===== config.mk =====
export PLATFORM = sky130hd
export DESIGN_NAME = booth_product_accumulator_flat
export DESIGN_NICKNAME = d
export VERILOG_FILES = /design/src/rtl/booth_pkg.sv /design/src/rtl/booth_product_accumulator_if.sv /design/src/rtl/acc_saturate.sv /design/src/rtl/booth_product_accumulator.sv /design/src/flat_wrapper.sv
export SDC_FILE = /design/constraint.sdc
export NUM_CORES = 1
export LEC_CHECK = 0
export ABC_AREA = 1
export CORE_MARGIN = 2
export CORE_UTILIZATION = 40
export DETAILED_ROUTE_END_ITERATION = 6
export SLEW_MARGIN = 15
export SYNTH_ARGS = -nofsm -noshare
export SYNTH_HDL_FRONTEND = slang
export SYNTH_HIERARCHICAL = 1
export SYNTH_SLANG_ARGS = --single-unit

===== constraint.sdc =====
create_clock -name clk -period 1.6 [get_ports clk]
set_input_delay 0.32 -clock clk [delete_from_list [all_inputs] [get_ports clk]]
set_output_delay 0.32 -clock clk [all_outputs]
set_load 0.005 [all_outputs]

===== src/rtl/booth_pkg.sv =====
// Shared types and constants for the booth multiplier / product accumulator pair.
package booth_pkg;

  localparam int PROD_W    = 32;
  localparam int OPERAND_W = 16;

  typedef enum logic {ACCUM, DONE} acc_state_t;

  typedef logic signed [PROD_W-1:0] product_t;

endpackage


===== src/rtl/booth_product_accumulator_if.sv =====
// Product-in / result-out handshake bundle between multiplier, accumulator and consumer.
interface booth_product_accumulator_if #(
  parameter int PROD_W = 32,
  parameter int OUT_W  = 32,
  parameter int CNT_W  = 4
);

  logic signed [PROD_W-1:0] prod_in;
  logic                     prod_valid;
  logic                     prod_ready;
  logic                     clear;
  logic [OUT_W-1:0]         acc_out;
  logic                     acc_valid;
  logic                     acc_ack;
  logic [CNT_W-1:0]         term_cnt;
  logic                     overflow;

  modport slave (
    input  prod_in, prod_valid, clear, acc_ack,
    output prod_ready, acc_out, acc_valid, term_cnt, overflow
  );

  modport master (
    output prod_in, prod_valid, clear, acc_ack,
    input  prod_ready, acc_out, acc_valid, term_cnt, overflow
  );

endinterface


===== src/rtl/acc_saturate.sv =====
// Combinational clamp of a wide signed accumulator into a narrower signed result.
module acc_saturate #(
  parameter int ACC_W = 40,
  parameter int OUT_W = 32
) (
  input  logic signed [ACC_W-1:0] acc_in,
  output logic [OUT_W-1:0]        sat_out,
  output logic                    overflow
);

  // Value fits iff every bit from the result sign bit upward is identical.
  logic [ACC_W-OUT_W:0] upper;
  assign upper = acc_in[ACC_W-1:OUT_W-1];

  always_comb begin
    overflow = !((&upper) || !(|upper));
    sat_out  = acc_in[OUT_W-1:0];
    if (overflow) begin
      sat_out = acc_in[ACC_W-1] ? {1'b1, {(OUT_W-1){1'b0}}}
                                : {1'b0, {(OUT_W-1){1'b1}}};
    end
  end

endmodule


===== src/rtl/booth_product_accumulator.sv =====
// Sums N_TERMS signed products per result and hands it off via valid/ack.
// Define BOOTH_ACC_SAT_EN to saturate out-of-range results and flag overflow.
module booth_product_accumulator #(
  parameter int PROD_W  = booth_pkg::PROD_W,
  parameter int N_TERMS = 8,
  parameter int ACC_W   = 40,
  parameter int OUT_W   = 32
) (
  input logic                      clk,
  input logic                      rst,
  booth_product_accumulator_if.slave bus
);
  import booth_pkg::*;

  localparam int CNT_W = $clog2(N_TERMS) + 1;

  generate
    if (ACC_W < PROD_W + $clog2(N_TERMS) || OUT_W > ACC_W || N_TERMS < 2 || N_TERMS > 256) begin : g_bad_params
      $error("booth_product_accumulator: illegal parameter combination");
    end
  endgenerate

  acc_state_t               state_q, state_d;
  logic signed [ACC_W-1:0]  acc_q, acc_d;
  logic [CNT_W-1:0]         cnt_q, cnt_d;
  logic [OUT_W-1:0]         acc_out_q, acc_out_d;
  logic                     acc_valid_q, acc_valid_d;
  logic                     overflow_q, overflow_d;
  logic                     prod_ready_q, prod_ready_d;

  logic signed [ACC_W-1:0]  prod_ext;
  logic signed [ACC_W-1:0]  acc_sum;
  logic [OUT_W-1:0]         conv_out;
  logic                     conv_ovf;
  logic                     accept;

  assign prod_ext = {{(ACC_W-PROD_W){bus.prod_in[PROD_W-1]}}, bus.prod_in};
  assign acc_sum  = acc_q + prod_ext;
  assign accept   = bus.prod_valid && prod_ready_q && (state_q == ACCUM);

`ifdef BOOTH_ACC_SAT_EN
  acc_saturate #(
    .ACC_W (ACC_W),
    .OUT_W (OUT_W)
  ) u_sat (
    .acc_in   (acc_sum),
    .sat_out  (conv_out),
    .overflow (conv_ovf)
  );
`else
  assign conv_out = acc_sum[OUT_W-1:0];
  assign conv_ovf = 1'b0;
`endif

  always_comb begin
    state_d     = state_q;
    acc_d       = acc_q;
    cnt_d       = cnt_q;
    acc_out_d   = acc_out_q;
    acc_valid_d = acc_valid_q;
    overflow_d  = overflow_q;
    if (bus.clear) begin
      // Abort wins over everything, including a product offered this cycle.
      state_d     = ACCUM;
      acc_d       = '0;
      cnt_d       = '0;
      acc_valid_d = 1'b0;
      overflow_d  = 1'b0;
    end else if (state_q == ACCUM) begin
      if (accept) begin
        acc_d = acc_sum;
        cnt_d = cnt_q + 1'b1;
        if (cnt_q == CNT_W'(N_TERMS - 1)) begin
          state_d     = DONE;
          acc_out_d   = conv_out;
          overflow_d  = conv_ovf;
          acc_valid_d = 1'b1;
        end
      end
    end else if (bus.acc_ack) begin
      state_d     = ACCUM;
      acc_d       = '0;
      cnt_d       = '0;
      acc_valid_d = 1'b0;
      overflow_d  = 1'b0;
    end
    prod_ready_d = (state_d == ACCUM);
  end

  always_ff @(posedge clk or negedge rst) begin
    if (!rst) begin
      state_q      <= ACCUM;
      acc_q        <= '0;
      cnt_q        <= '0;
      acc_out_q    <= '0;
      acc_valid_q  <= 1'b0;
      overflow_q   <= 1'b0;
      prod_ready_q <= 1'b0;
    end else begin
      state_q      <= state_d;
      acc_q        <= acc_d;
      cnt_q        <= cnt_d;
      acc_out_q    <= acc_out_d;
      acc_valid_q  <= acc_valid_d;
      overflow_q   <= overflow_d;
      prod_ready_q <= prod_ready_d;
    end
  end

  assign bus.prod_ready = prod_ready_q;
  assign bus.acc_out    = acc_out_q;
  assign bus.acc_valid  = acc_valid_q;
  assign bus.term_cnt   = cnt_q;
  assign bus.overflow   = overflow_q;

endmodule

===== src/flat_wrapper.sv =====
// flat-port wrapper written by rule: the top's interface ports become plain ports
module booth_product_accumulator_flat import booth_pkg::*;
#(
  parameter int PROD_W  = booth_pkg::PROD_W,
  parameter int N_TERMS = 8,
  parameter int ACC_W   = 40,
  parameter int OUT_W   = 32
)
  (clk, rst, bus_prod_in, bus_prod_valid, bus_clear, bus_acc_ack, bus_prod_ready, bus_acc_out, bus_acc_valid, bus_term_cnt, bus_overflow);
  booth_product_accumulator_if #(.PROD_W(PROD_W), .OUT_W(OUT_W)) bus_i ();
  input logic clk;
  input logic rst;
  input wire logic [$bits(bus_i.prod_in)-1:0] bus_prod_in;
  input wire logic [$bits(bus_i.prod_valid)-1:0] bus_prod_valid;
  input wire logic [$bits(bus_i.clear)-1:0] bus_clear;
  input wire logic [$bits(bus_i.acc_ack)-1:0] bus_acc_ack;
  output wire logic [$bits(bus_i.prod_ready)-1:0] bus_prod_ready;
  output wire logic [$bits(bus_i.acc_out)-1:0] bus_acc_out;
  output wire logic [$bits(bus_i.acc_valid)-1:0] bus_acc_valid;
  output wire logic [$bits(bus_i.term_cnt)-1:0] bus_term_cnt;
  output wire logic [$bits(bus_i.overflow)-1:0] bus_overflow;
  assign bus_i.prod_in = bus_prod_in;
  assign bus_i.prod_valid = bus_prod_valid;
  assign bus_i.clear = bus_clear;
  assign bus_i.acc_ack = bus_acc_ack;
  assign bus_prod_ready = bus_i.prod_ready;
  assign bus_acc_out = bus_i.acc_out;
  assign bus_acc_valid = bus_i.acc_valid;
  assign bus_term_cnt = bus_i.term_cnt;
  assign bus_overflow = bus_i.overflow;
  booth_product_accumulator #(.PROD_W(PROD_W), .N_TERMS(N_TERMS), .ACC_W(ACC_W), .OUT_W(OUT_W)) u_core (.clk(clk), .rst(rst), .bus(bus_i));
endmodule

== Yosys cells after proc, flatten, opt, wreduce, memory -nomap -nowiden ==
Cells that the tools add are included.

* Register bits after elaboration: 80

* Equality and inequality tests: 2
* Reduce and logical (&&, ||, !) cells: 7
* Add/sub/neg operators: 2
* Muxes and demuxes: 22
* Bitwise logic cells: 3

{| class="wikitable"
|+ Operators with widths
! kind !! number
|-
| $mux 40 || 4
|-
| $add 40x32->40 || 1
|-
| $mux 4 || 4
|-
| $mux 1 || 14
|-
| $reduce_bool 3->1 || 2
|-
| $add 4x1->4 const B || 1
|-
| $eq 4x3->1 const B || 1
|-
| $reduce_and 4->1 || 1
|-
| $ne 3x3->1 const B || 1
|-
| $not 1->1 || 3
|-
| $reduce_and 3->1 || 1
|-
| $logic_and 1x1->1 || 2
|-
| $reduce_and 2->1 || 1
|}

== Longest topological paths before layout ==
Gate-level depths: netlist of the first run.

* Depth after elaboration: 6
* Depth in mapped cells: 14
* Depth with buffers taken out: 14

== Least setup slack after synthesis of the first run ==
No wires, ideal clock.

* Path type: register to register
* Start: register u_core.acc_q[0]
* End: register u_core.acc_q[28]
* Stages on the path, launching flop included: 11
* Arrival: 1.678 ns
* Slack: -0.196 ns
* Clock period less this slack: 1.796 ns
* Cells stage by stage: dfrtp_1 -> ha_1 -> fa_1 -> nand3_1 -> nand3_1 -> nand3_1 -> nand3_1 -> nand2_1 -> nand3_1 -> nand3_1 -> nand2_1

* Cells in the longest elaborated chain, start to end: 4

{| class="wikitable"
|+ RTL lines
! element !! line !! RTL
|-
| start, declared || booth_product_accumulator.sv:24 || <nowiki>logic signed [ACC_W-1:0] acc_q, acc_d;</nowiki>
|-
| start signal, assigned || booth_product_accumulator.sv:93 || <nowiki>acc_q <= '0;</nowiki>
|-
| start signal, assigned || booth_product_accumulator.sv:101 || <nowiki>acc_q <= acc_d;</nowiki>
|-
| $add 40x32->40 || booth_product_accumulator.sv:38 || <nowiki>assign acc_sum = acc_q + prod_ext;</nowiki>
|-
| $mux 40 || booth_product_accumulator.sv:70 || <nowiki>if (accept) begin</nowiki>
|-
| $mux 40 || booth_product_accumulator.sv:69 || <nowiki>end else if (state_q == ACCUM) begin</nowiki>
|-
| $mux 40 || booth_product_accumulator.sv:62 || <nowiki>if (bus.clear) begin</nowiki>
|}

Every way passes these cells. The select of a mux whose other input is x is not followed.
A chain may end at the register's enable or synchronous reset.

== Worst setup path after layout of the first run ==
* Start: register u_core.acc_q[0]
* End: register u_core.acc_out_q[24], in the netlist u_core/bus.acc_out[24]

* Cells in the longest elaborated chain, start to end: 1

{| class="wikitable"
|+ RTL lines
! element !! line !! RTL
|-
| $add 40x32->40 || booth_product_accumulator.sv:38 ||
|-
| end signal, assigned || booth_product_accumulator.sv:103 || <nowiki>acc_out_q <= acc_out_d;</nowiki>
|-
| end, declared || booth_product_accumulator.sv:26 || <nowiki>logic [OUT_W-1:0] acc_out_q, acc_out_d;</nowiki>
|}

Every way passes these cells.

==> impl_metrics.json, run 1 <==
{
  "finalSetupViolCount": 52,
  "wl_um": 17200,
  "cts_max_level": 3,
  "cpPeakStageDelay_ps": 400,
  "num-nets-final": 1003,
  "numPortBuffers": 74,
  "yosysMostFrequentCell": "nand2_1",
  "synth_xor_area_share_pct": 2.78,
  "p_leak_nw": 4.46,
  "clockPowerShare_pct": 26.2,
  "fp.dieH_um": 116,
  "fin_crit_sh_pct": 116,
  "netlist.area_leader.share_pct": 35.3,
  "fin_setup_tns_ps": -7950,
  "status": "finished, violations left",
  "synthSimpleGateAreaFrac_pct": 38.1,
  "drcViolationCount": 0,
  "worstSetupEndpointType": "flop",
  "grt_max_degree": 72,
  "synth_top_family_by_area": "simple AND/OR/NAND/NOR gates",
  "grt_pass1_vias": 5231,
  "synth-adder-area-share_pct": 8.34,
  "regArea_mm2": 0.00178,
  "setup_slack_ps": -259,
  "cts_root_buf": "clkbuf_16",
  "holdWs_ps": -1.04,
  "hold_class": "in -> async",
  "period_needed_ps": 1860,
  "synth_compound_area_share_pct": 5.04,
  "overflow": 0,
  "cts_max_path_buffers": 2,
  "pwr-share-seq_pct": 27.0,
  "grt_pass1_wl_um": 25700,
  "synth_seq_cells": 71,
  "rsz0062_at_grt": "true",
  "die_w_um": 116,
  "die_area_mm2": 0.0135,
  "path_cells": "ha_4 > fa_2 > nand3_2 > nand3_4 > nand2_4 > nand2_8 > nand3_2 > nand4_1 > nand3_1 > nand2_1",
  "slew_violations": 0,
  "fin_skew_ps": 5.71,
  "final_core_util_pct": 68.0,
  "dr.first_iter.drc_count": 338,
  "crit_top_cell": "nand3_2",
  "maxCapViolations": 0,
  "synth_area_mm2": 0.00504,
  "p_sw_share_pct": 38.1,
  "combinationalPowerShare_pct": 46.8,
  "area_delta_synth_final_pct": 68.2,
  "violations": "negative hold slack, negative setup slack",
  "hold_buffers": 0,
  "synthCells": 777,
  "clk_latency_ps": 340,
  "irDropWorstVdd_mv": 0.530,
  "arrival_ps": 2090,
  "p_sw_w": 0.00290,
  "drive_above_1_share_pct": 36.2,
  "async_flop_share_pct": 100,
  "fillers": 1039,
  "cp.buffers_inverters": 0,
  "ys.flop_type": "dfrtp_1",
  "yosysTopAreaCell": "dfrtp_1",
  "hold_viol": 2,
  "synthTopCellsByCount": "nand2_1, inv_1, dfrtp_1, nand3_1, nor2_1",
  "antenna_found_initial": 0,
  "synth_area_leaders": "dfrtp_1, nand2_1, inv_1",
  "ant_nets": 0,
  "gr-usage-all-layers_pct": 24.9,
  "critPathLaunchType": "flop",
  "syn_area_per_cell_um2": 6.49,
  "crit_slowest_cell": "dfrtp_1",
  "synth_edf_count": 0,
  "avgRoutedWirePerCell_um": 15.5,
  "multi_input_comb_area_mm2": 0.00425,
  "ys_seq_area_share_pct": 35.3,
  "via_count": 5446,
  "totalPowerFinal_w": 0.00760,
  "intPower_w": 0.00470,
  "syn_nets": 847,
  "cts_made_buffers": 9,
  "synth_mux_area_share_pct": 0,
  "rows": 41,
  "cts_tree": "done",
  "globalplace.congestion": 0.945,
  "synth.distinct_cells": 30,
  "crit_family": "simple AND/OR/NAND/NOR gates",
  "hpwl_um": 11700,
  "cts_sinks": 71,
  "post_dp_cell_area_mm2": 0.00656,
  "fmax_ghz": 0.538,
  "start_util_pct": 40.4,
  "fin_area_mm2": 0.00848,
  "p_per_area_mw_per_mm2": 896,
  "worst-path-max-fanout": 4,
  "ios": 76,
  "cp.required_ps": 1830,
  "crit_type": "reg -> reg",
  "clk_pin_slew_worst_paths_ps": 60,
  "antenna_cells": 0,
  "yosys_warnings": 6,
  "viasPerCell": 4.91,
  "firstDrtPassIters": 5,
  "core_mm2": 0.0125
}
## through the flow
step,hold WS [ps],instances,setup slack (ps)
final,-1.04,1110,-259
after global placement,384,1073,-779
after CTS,20.3,1097,-256
after floorplan,24.4,777,-95.4
after global routing,55.5,1110,-371
after detailed placement,389,1073,-794
## cell type report
cell class | instances | share of cell area [%]
Clock buffer | 10 | 2.70
Clock inverter | 6 | 0.723
Multi-Input combinational cell | 571 | 50.2
Inverter | 122 | 5.43
Sequential cell | 71 | 21.0
Timing Repair Buffer | 158 | 17.5
Tap cell | 172 | 2.54
## sequential cells by signal (all words and copies together), names as in the netlist
signal and count:
u_core/acc_q 32, u_core/bus.acc_out 32, u_core/bus.term_cnt 4, u_core/bus.acc_valid 1
u_core/bus.prod_ready 1, u_core/state_q 1
## worst register-to-register path: cells and delay by family (launching register included)
kind | cells | cell delay, ps
AND/OR/NAND/NOR | 8 | 790
adder cells (fa/ha/maj) | 2 | 560
flip-flops | 1 | 400
## per-layer routing
metal | global-route usage [%] | part of all wire, %
met1 | 34.3 | 45
met2 | 40.0 | 47
met3 | 3.79 | 5.5
met4 | 8.65 | 2.0
met5 | 0 | 0
## repair_timing
action | CTS | global route
endpoints found under the setup margin | 62 | 64
setup buffers | 8 | 16
pin swaps | 84 | 92
resized for setup | 228 | 134
## cells by family (layout without fill, tap and decap cells)
family | Yosys count | in the layout
flip-flops | 71 | 71
buffers and inverters | 135 | 296
other | 1 | 1
XOR/XNOR | 16 | 16
adder cells (fa/ha/maj) | 33 | 33
AO/OA/AOI/OAI | 48 | 48
AND/OR/NAND/NOR | 473 | 473
## final timing paths
kind	slack, ps	from	endpoint	cells past startpoint
min in group clk	470	u_core/bus.acc_out[30]	u_core/bus.acc_out[30]	2
worst min register to register	470	u_core/bus.acc_out[30]	u_core/bus.acc_out[30]	2
worst min-delay path	-1	rst	u_core/state_q	2
max in group asynchronous	1260	rst	u_core/bus.acc_out[20]	2
worst max-delay path	-260	u_core/acc_q[0]	u_core/bus.acc_out[24]	10
worst max register to register	-260	u_core/acc_q[0]	u_core/bus.acc_out[24]	10
## layout by cell type (no fill, tap or decap), types with 5 or more instances in the layout
cell type	n
nand2_1	245
inv_1	110
dfrtp_1	71
nand2_2	65
buf_4	61
clkdlybuf4s50_1	42
nand2_4	31
dlygate4sd2_1	29
ha_4	29
nand3_1	27
nand3_2	26
nor2_4	25
o21ai_1	17
nor2_1	16
buf_6	16
inv_2	11
nand3_4	11
a21oi_1	11
clkbuf_16	9
nor2_2	8
buf_12	7
a21oi_2	6
a21oi_4	5
xor2_2	5
## power groups by stage
stage               logic (W)  clock network [W]  registers [W]
finish                0.00356            0.00199        0.00205
global route          0.00383            0.00212        0.00206
CTS                   0.00298            0.00205        0.00205
detailed placement    0.00218                  0        0.00204
global placement      0.00217                  0        0.00203
floorplan             0.00133                  0        0.00202
(Power assumes the default switching activity.)
==> run 2, diff against run 1 <==
- PLACE_DENSITY: not set -> 0.66
==> run 2 against run 1 <==
  * The flow finishes with violations (negative setup slack)
  * Design area shrank 1.1%
  * Clock skew grew 2.9 ps
  * Die area unchanged
  * Non-clock buffer count rose by 1
  * Total power rose by 2.2%
  * Via count rose by 1.7%
  * Largest cell class unchanged
  * Maximum frequency rose by 0.44%
  * Critical path depth unchanged
  * Global-route usage grew 0.24 points
==> impl_metrics.json, run 2 (synthesis results as in run 1) <==
{
  "hold_class": "in -> async",
  "rsz0062_at_grt": "true",
  "cts_sinks": 71,
  "rr_startpoint": "u_core/acc_q[0]",
  "holdWs_ps": 380,
  "antenna_found_initial": 0,
  "firstDrtPassIters": 5,
  "avgRoutedWirePerCell_um": 15.4,
  "final_core_util_pct": 67.3,
  "grt_max_degree": 35,
  "stdcell_count": 1111,
  "crit_type": "reg -> reg",
  "viasPerCell": 4.98,
  "cts_max_level": 3,
  "final_common_cell": "nand2_1",
  "num-nets-final": 1004,
  "p_leak_nw": 4.47,
  "maxCapViolations": 0,
  "hpwl_um": 10900,
  "grt_pass1_wl_um": 26100,
  "ios": 76,
  "arrival_ps": 2090,
  "via_count": 5536,
  "fin_skew_ps": 8.59,
  "antenna_cells": 0,
  "overflow": 0,
  "dp_cells": 1071,
  "die_w_um": 116,
  "clk_pin_slew_worst_paths_ps": 60,
  "fin_crit_sh_pct": 116,
  "die_area_mm2": 0.0135,
  "totalPowerFinal_w": 0.00776,
  "cts_made_buffers": 9,
  "irDropWorstVdd_mv": 0.527,
  "reg2reg_to": "u_core/bus.acc_out[14]",
  "p_per_area_mw_per_mm2": 925,
  "intPower_w": 0.00484,
  "worstRegToRegCells": 10,
  "fp.dieH_um": 116,
  "combinationalPowerShare_pct": 45.2,
  "clockPowerShare_pct": 28.3,
  "wl_um": 17200,
  "dr.first_iter.drc_count": 240,
  "clk_latency_ps": 350,
  "finalSetupViolCount": 58,
  "setup_slack_ps": -251,
  "cts_root_buf": "clkbuf_16",
  "ant_nets": 0,
  "p_sw_w": 0.00292,
  "area_delta_synth_final_pct": 66.4,
  "worst-path-max-fanout": 4,
  "cp.required_ps": 1840,
  "p_sw_share_pct": 37.6,
  "numPortBuffers": 74,
  "layout_common_cells": "nand2_1, inv_1, dfrtp_1",
  "rows": 41,
  "hold_viol": 0,
  "fmax_ghz": 0.540,
  "endpoint": "u_core/bus.acc_out[14]",
  "gr-usage-all-layers_pct": 25.1,
  "period_needed_ps": 1850,
  "pwr-share-seq_pct": 26.4,
  "critPathLaunchType": "flop",
  "violations": "negative setup slack",
  "start_util_pct": 40.4,
  "cts_tree": "done",
  "core_mm2": 0.0125,
  "drive_above_1_share_pct": 36.6,
  "cp-startpoint": "u_core/acc_q[0]",
  "globalplace.congestion": 0.948,
  "worstSetupEndpointType": "flop",
  "drcViolationCount": 0,
  "cts_max_path_buffers": 2,
  "ff2ff_setup_slack_ps": -250,
  "slew_violations": 0,
  "grt_pass1_vias": 5383,
  "status": "finished, violations left"
}
==> run 2: layout make-up <==
| cell class | count | area [um2] |
|---|---|---|
| Multi-Input combinational cell | 571 | 4120 |
| Fill cell | 981 | 4080 |
| Sequential cell | 71 | 1780 |
| Timing Repair Buffer | 159 | 1490 |
| Inverter | 122 | 465 |
| Clock buffer | 10 | 229 |
| Tap cell | 172 | 215 |
| Clock inverter | 6 | 93.8 |
==> run 2: power groups by stage <==
stage,Combinational (W),Sequential [W],Clock (W)
6_report,0.00351,0.00205,0.00220
5_1_grt,0.00378,0.00206,0.00231
4_1_cts,0.00293,0.00204,0.00225
3_5_place_dp,0.00214,0.00203,0
3_3_place_gp,0.00212,0.00203,0
2_1_floorplan,0.00133,0.00202,0
==> run 2: worst min path at each step <==
stage,from,slack (ps),endpoint,depth (start not counted)
finish,rst,380,u_core/bus.acc_valid,2
global route,rst,420,u_core/bus.acc_valid,2
CTS,rst,380,u_core/bus.acc_valid,2
detailed placement,rst,210,u_core/bus.acc_valid,1
global placement,rst,210,u_core/bus.acc_valid,1
floorplan,rst,20,u_core/acc_q[0],0
==> run 2: layer usage <==
layer  vias up  share of wire, %  track usage, %
met3        57               4.9            3.53
met4         0               4.1            10.1
met1      2610                43            33.1
met2       176                48            41.9
met5         -                 0               0
li1       2693                 -               -
==> run 2: worst max-delay path, cell delays in order (launching register included) <==
cell	delay, ps
dfrtp_1	400
ha_4	170
fa_2	370
nand2_1	100
nand3_2	110
nand2_2	100
nand2_4	90
buf_12	140
xor2_2	140
nand2_1	60
nand2_1	50
==> run 2: per-stage QoR <==
stage          setup WS (ps)  setup TNS, ps  cell area [um2]
6_report                -251          -9020             8390
4_1_cts                 -211          -5500             7860
2_1_floorplan          -95.4          -1180             5120
3_3_place_gp            -679         -35070             6540
5_1_grt                 -377         -13700             8390
3_5_place_dp            -689         -35960             6540
==> run 2: repair_timing <==
item,4_1_cts,5_1_grt
hold buffers,1,0
resized for setup,223,124
endpoints found under the hold margin,14,0
setup buffers,12,14
setup endpoints to repair,59,66
pin swaps,80,76
==> run 3, diff against run 2 <==
- CAP_MARGIN: not set -> 20
- CTS_CLUSTER_SIZE: not set -> 10
==> results of run 3 <==
The final DEF is identical to that of run 2; final timing and power are the same.
